===== config.mk =====
export PLATFORM = sky130hd
export DESIGN_NAME = instruction_fetch_unit
export DESIGN_NICKNAME = d
export VERILOG_FILES = /design/src/rtl/instruction_fetch_unit.sv
export SDC_FILE = /design/constraint.sdc
export NUM_CORES = 1
export LEC_CHECK = 0
export CAP_MARGIN = 20
export CORE_MARGIN = 5
export CORE_UTILIZATION = 51
export CTS_CLUSTER_SIZE = 28
export DETAILED_ROUTE_END_ITERATION = 7
export PLACE_DENSITY = 0.93
export SLEW_MARGIN = 20
export SYNTH_ARGS = -nofsm -noshare
export SYNTH_HDL_FRONTEND = slang
export SYNTH_SLANG_ARGS = --single-unit

===== constraint.sdc =====
create_clock -name Clock -period 5.26 [get_ports Clock]
set_input_delay 1.052 -clock Clock [delete_from_list [all_inputs] [get_ports Clock]]
set_output_delay 1.052 -clock Clock [all_outputs]
set_load 0.02 [all_outputs]

===== src/rtl/instruction_fetch_unit.sv =====
// Fetch stage: owns the PC, drives instruction memory, latches IF/ID.
// Resolves jump/halt locally; honours downstream stall and redirect.
module instruction_fetch_unit #(
  parameter logic [31:0] RESET_PC    = 32'd0,
  parameter logic [5:0]  JUMP_OPCODE = 6'b000101,
  parameter logic [31:0] NOP_WORD    = 32'h30000000
) (
  input  logic        Clock,
  input  logic        Reset,
  input  logic [31:0] Instrucao,
  input  logic        Stall,
  input  logic        Redirect,
  input  logic [31:0] RedirectTarget,
  output logic [31:0] Endereco,
  output logic [31:0] IR,
  output logic [31:0] PCOut,
  output logic        Valid,
  output logic        Halted,
  output logic [31:0] InstrCount
);

  localparam int unsigned W      = 32;
  localparam int unsigned TGT_W  = 26;

  typedef enum logic {RUN, HALT} state_t;

  state_t         r_state, w_state_nxt;
  logic [W-1:0]   r_pc, w_pc_nxt;
  logic [W-1:0]   r_ir, w_ir_nxt;
  logic [W-1:0]   r_pcout, w_pcout_nxt;
  logic           r_valid, w_valid_nxt;
  logic [W-1:0]   r_count, w_count_nxt;

  logic           w_is_jump;
  logic [W-1:0]   w_target;
  logic           w_is_halt;

  // Predecode: a halt is a jump whose target is its own address
  assign w_is_jump = (Instrucao[31:26] == JUMP_OPCODE);
  assign w_target  = W'(Instrucao[TGT_W-1:0]);
  assign w_is_halt = w_is_jump && (w_target == r_pc);

  always_ff @(posedge Clock) begin
    if (Reset) begin
      r_state <= RUN;
      r_pc    <= RESET_PC;
      r_ir    <= NOP_WORD;
      r_pcout <= '0;
      r_valid <= 1'b0;
      r_count <= '0;
    end else begin
      r_state <= w_state_nxt;
      r_pc    <= w_pc_nxt;
      r_ir    <= w_ir_nxt;
      r_pcout <= w_pcout_nxt;
      r_valid <= w_valid_nxt;
      r_count <= w_count_nxt;
    end
  end

  // Next-state: redirect > stall > halted > normal fetch
  always_comb begin
    w_state_nxt = r_state;
    w_pc_nxt    = r_pc;
    w_ir_nxt    = r_ir;
    w_pcout_nxt = r_pcout;
    w_valid_nxt = r_valid;
    w_count_nxt = r_count;

    if (Redirect) begin
      w_state_nxt = RUN;
      w_pc_nxt    = RedirectTarget;
      w_ir_nxt    = NOP_WORD;
      w_valid_nxt = 1'b0;
    end else if (Stall) begin
      w_state_nxt = r_state;
    end else begin
      case (r_state)
        HALT: begin
          w_valid_nxt = 1'b0;
        end
        default: begin
          w_ir_nxt    = Instrucao;
          w_pcout_nxt = r_pc;
          w_valid_nxt = 1'b1;
          w_count_nxt = r_count + W'(1);
          if (w_is_halt) begin
            w_state_nxt = HALT;
          end else if (w_is_jump) begin
            w_pc_nxt = w_target;
          end else begin
            w_pc_nxt = r_pc + W'(1);
          end
        end
      endcase
    end
  end

  assign Endereco   = r_pc;
  assign IR         = r_ir;
  assign PCOut      = r_pcout;
  assign Valid      = r_valid;
  assign Halted     = (r_state == HALT);
  assign InstrCount = r_count;

endmodule


==> load_flow_metrics.sql <==
INSERT INTO impl_metrics (metric_group, metric, value, unit) VALUES
('floorplan', 'die_width', '121', 'um'),
('flow_run', 'max_cap_viol_count', '0', ''),
('yosys', 'synth_seq_area_share', '41.3', '%'),
('drt', 'drt-initial-drc-count', '693', ''),
('timing', 'final.setup_skew', '0.0104', 'ns'),
('place', 'place.gp.congestion', '1.01', ''),
('pwr', 'max_ir_drop_vdd', '0.000249', 'V'),
('cts', 'clockRootBuffer', 'sky130_fd_sc_hd__clkbuf_16', ''),
('worst_setup_path', 'critPathLaunchType', 'input pin', ''),
('drt', 'vias', '6508', ''),
('yosys', 'synth.distinct_cells', '41', ''),
('floorplan', 'dieHeight', '121', 'um'),
('drt', 'drt-wirelength-per-cell', '18.2', 'um'),
('cts', 'cts.sinks', '130', ''),
('timing', 'final_max_slew_viol_count', '0', ''),
('worst_setup_path', 'critPathKind', 'in2reg', ''),
('cts', 'clk_path_buf_depth', '2', ''),
('place', 'place.detailed.hpwl', '14600', 'um'),
('global_routing', 'grt_pass1_vias', '6364', ''),
('yosys', 'synthesis.instances', '811', ''),
('yosys', 'postSynthAreaPerCell', '7.76', 'um^2'),
('layout', 'num_antenna_cells', '0', ''),
('cts', 'cts_tree', 'done', ''),
('timing', 'rsz0062_at_grt', 'false', ''),
('layout', 'fraction_of_final_layout_cells_sized_beyond_drive_strength_1', '5.26', '%'),
('timing', 'worst_slew_margin_rel', '39.1', '%'),
('cts', 'path_clk_slew', '0.06', 'ns'),
('worst_setup_path', 'path_max_fanout', '23', ''),
('drt', 'detail_route.drc_violations', '0', ''),
('drt', 'route.final.wire_length', '21000', 'um'),
('timing', 'achievable-frequency', '299', 'MHz'),
('drt', 'detail_route.first_pass.iterations', '5', ''),
('drt', 'avgViaCountPerCell', '5.63', ''),
('cts', 'clk_latency', '0.42', 'ns'),
('place', 'portBuffers', '197', ''),
('floorplan', 'die_area', '0.0147', 'mm^2'),
('yosys', 'syn-cell-area', '0.00630', 'mm^2'),
('timing', 'worst_slew_pin_slew', '0.913', 'ns'),
('hold_path', 'min_path_type', 'reg2reg', ''),
('global_routing', 'grt_remaining_overflow', '0', ''),
('floorplan', 'design.core.area', '0.0121', 'mm^2'),
('worst_setup_path', 'timing.critical_path.arrival', '3.66', 'ns'),
('floorplan', 'initial_utilization', '52.2', '%'),
('timing', 'final_hold_viol_count', '0', ''),
('drt', 'route.antenna.remaining_nets', '0', ''),
('status', 'run_status', 'complete, no violations', ''),
('layout', 'area_growth_syn_to_layout', '41.3', '%'),
('global_routing', 'grt_use_total', '28.2', '%'),
('cts', 'cts_setup_buffers', '0', ''),
('layout', 'final_net_count', '1045', ''),
('global_routing', 'antenna_found_initial', '0', ''),
('timing', 'finalSetupTns', '0', 'ns'),
('global_routing', 'pin_count_of_the_biggest_net_entering_global_routing', '88', ''),
('worst_setup_path', 'timing.critical_path.required', '5.58', 'ns'),
('cts', 'numCtsBuffers', '17', ''),
('layout', 'post-route-util', '73.8', '%'),
('pwr', 'cellLeakagePower', '3.23', 'nW'),
('timing', 'setup_viol_count_final', '0', ''),
('pwr', 'totalPowerFinal', '2.63', 'mW'),
('timing', 'period_needed', '3.34', 'ns'),
('layout', 'filler_cell_count', '866', ''),
('yosys', 'synth_nets', '881', ''),
('yosys', 'synth.ff_latch_count', '130', ''),
('cts', 'clock_tree.htree_level_count', '4', ''),
('worst_setup_path', 'worstSetupEndpointType', 'register', ''),
('global_routing', 'wire_length_of_the_first_global_routing_pass', '32800', 'um'),
('timing', 'timing.final.crit_share', '63.6', '%'),
('timing', 'worst_hold_slack', '0.451', 'ns'),
('cts', 'cts.hold.buffers_added', '0', ''),
('floorplan', 'std_cell_rows', '40', ''),
('yosys', 'synth_warnings', '0', ''),
('pwr', 'power_per_cell_area', '295', 'mW/mm^2'),
('floorplan', 'io_pins', '198', ''),
('cts', 'cts-resized-gates', '0', '');
report_power, final:
group	internal (mW)	total (mW)	switching (mW)
sequential	1.02	1.08	0.0593
clock	0.756	1.19	0.433
combinational	0.170	0.357	0.187
total	1.95	2.63	0.680
stage by stage:
step,instance area [um^2],setup WS [ns],cells
floorplan,6300,2.47,811
global placement,8280,1.63,1123
detailed placement,8280,1.58,1123
CTS,8880,2.00,1155
global route,8900,1.82,1156
finish,8900,1.92,1156
area by class of cell:
| type | count | area (um^2) | share of cell area (%) |
|---|---|---|---|
| inverters | 11 | 41.3 | 0.464 |
| repair buffers | 207 | 2050 | 23.0 |
| clock inverters | 9 | 103 | 1.15 |
| flip-flops and latches | 130 | 2600 | 29.3 |
| well taps | 168 | 210 | 2.36 |
| clock buffers | 23 | 498 | 5.60 |
| multi-input cells | 608 | 3390 | 38.1 |
path summary, 6_finish.rpt:
kind | startpoint | endpoint | slack (ns) | cells past startpoint
max | Instrucao[22] | Endereco[7] | 1.92 | 8
min | PCOut[12] | PCOut[12] | 0.45 | 2
max reg2reg | Endereco[13] | Endereco[7] | 2.48 | 7
min reg2reg | PCOut[12] | PCOut[12] | 0.45 | 2
layout by cell type (no fill, tap or decap), types with 5 or more instances in the layout:
master,instances
sky130_fd_sc_hd__clkdlybuf4s50_1,196
sky130_fd_sc_hd__nand4_1,25
sky130_fd_sc_hd__clkbuf_8,5
sky130_fd_sc_hd__nor2_1,79
sky130_fd_sc_hd__o21ai_0,6
sky130_fd_sc_hd__or3_1,7
sky130_fd_sc_hd__and3_1,7
sky130_fd_sc_hd__and2_1,5
sky130_fd_sc_hd__o211a_1,9
sky130_fd_sc_hd__xor2_1,46
sky130_fd_sc_hd__o21a_1,14
sky130_fd_sc_hd__xnor2_1,33
sky130_fd_sc_hd__a211o_1,7
sky130_fd_sc_hd__nand3_1,25
sky130_fd_sc_hd__nor4_1,11
sky130_fd_sc_hd__a311oi_1,7
sky130_fd_sc_hd__buf_4,9
sky130_fd_sc_hd__a21oi_1,91
sky130_fd_sc_hd__dfxtp_1,130
sky130_fd_sc_hd__inv_1,11
sky130_fd_sc_hd__nor3_1,14
sky130_fd_sc_hd__clkbuf_16,17
sky130_fd_sc_hd__nand2_1,175
sky130_fd_sc_hd__and4_1,10
sky130_fd_sc_hd__or2_2,5
cell usage after synthesis:
cell type | count | area [um^2]
sky130_fd_sc_hd__buf_2 | 12 | 60.1
sky130_fd_sc_hd__o21bai_1 | 1 | 7.51
sky130_fd_sc_hd__or4_4 | 1 | 11.3
sky130_fd_sc_hd__a21oi_1 | 91 | 455
sky130_fd_sc_hd__nand4_1 | 25 | 156
sky130_fd_sc_hd__nor2_1 | 80 | 300
sky130_fd_sc_hd__or2_2 | 5 | 31.3
sky130_fd_sc_hd__dfxtp_1 | 130 | 2600
sky130_fd_sc_hd__o21a_1 | 14 | 105
sky130_fd_sc_hd__o211a_1 | 9 | 90.1
sky130_fd_sc_hd__or4_1 | 1 | 7.51
sky130_fd_sc_hd__xor2_1 | 46 | 403
sky130_fd_sc_hd__and4bb_1 | 1 | 12.5
sky130_fd_sc_hd__and4_1 | 10 | 87.6
sky130_fd_sc_hd__nand2_1 | 175 | 657
sky130_fd_sc_hd__nor3_1 | 15 | 75.1
sky130_fd_sc_hd__a221oi_1 | 4 | 35.0
sky130_fd_sc_hd__buf_1 | 2 | 7.51
sky130_fd_sc_hd__mux2i_1 | 3 | 30.0
sky130_fd_sc_hd__ha_1 | 2 | 25.0
sky130_fd_sc_hd__nand3_1 | 25 | 125
sky130_fd_sc_hd__a31oi_1 | 3 | 18.8
sky130_fd_sc_hd__o221a_2 | 1 | 11.3
sky130_fd_sc_hd__a311oi_1 | 7 | 61.3
sky130_fd_sc_hd__xnor2_1 | 33 | 289
sky130_fd_sc_hd__nor4_1 | 11 | 68.8
sky130_fd_sc_hd__clkbuf_1 | 44 | 165
sky130_fd_sc_hd__a22oi_1 | 3 | 22.5
sky130_fd_sc_hd__and2_1 | 5 | 31.3
sky130_fd_sc_hd__a211o_1 | 7 | 61.3
sky130_fd_sc_hd__o21ai_0 | 6 | 30.0
sky130_fd_sc_hd__a2bb2oi_1 | 3 | 26.3
sky130_fd_sc_hd__or3_1 | 7 | 43.8
sky130_fd_sc_hd__a211oi_1 | 2 | 15.0
sky130_fd_sc_hd__o21ai_1 | 1 | 5.00
sky130_fd_sc_hd__and3_1 | 7 | 43.8
sky130_fd_sc_hd__a32oi_1 | 3 | 26.3
sky130_fd_sc_hd__buf_6 | 1 | 11.3
sky130_fd_sc_hd__o21ai_4 | 1 | 16.3
sky130_fd_sc_hd__buf_4 | 3 | 22.5
sky130_fd_sc_hd__inv_1 | 11 | 41.3
sequential cells by signal (all words and copies together) (netlist names):
register    cells
Endereco       32
IR             32
InstrCount     32
PCOut          32
Halted          1
Valid           1
cell families (layout without fill, tap and decap cells):
| family | count (synthesis) | in the layout | share of synthesized area, % |
|---|---|---|---|
| xor+xnor | 79 | 79 | 11.0 |
| simple gates | 368 | 368 | 26.2 |
| compound gates | 156 | 156 | 15.7 |
| mux | 3 | 3 | 0.477 |
| buf+inv | 73 | 250 | 4.89 |
| flops | 130 | 130 | 41.3 |
| fa+ha+maj | 2 | 2 | 0.397 |
worst max-delay path, stage by stage:
cell,delay [ns]
sky130_fd_sc_hd__clkdlybuf4s50_1,0.61
sky130_fd_sc_hd__xnor2_1,0.18
sky130_fd_sc_hd__nand4_1,0.14
sky130_fd_sc_hd__or4_4,0.54
sky130_fd_sc_hd__o21ai_4,0.40
sky130_fd_sc_hd__buf_4,0.35
sky130_fd_sc_hd__nand2_1,0.09
sky130_fd_sc_hd__a311oi_1,0.28
metal layers:
layer	vias to the layer above	routed length (um)	GRT usage [%]	part of all wire (%)
met3	53	2000	8.86	9.5
met4	0	655	11.8	3.1
met2	319	9910	45.3	47
met5	-	0	0	0
li1	3097	-	-	-
met1	3039	8480	34.9	40
Note: power is estimated with default switching activity, not from simulation.
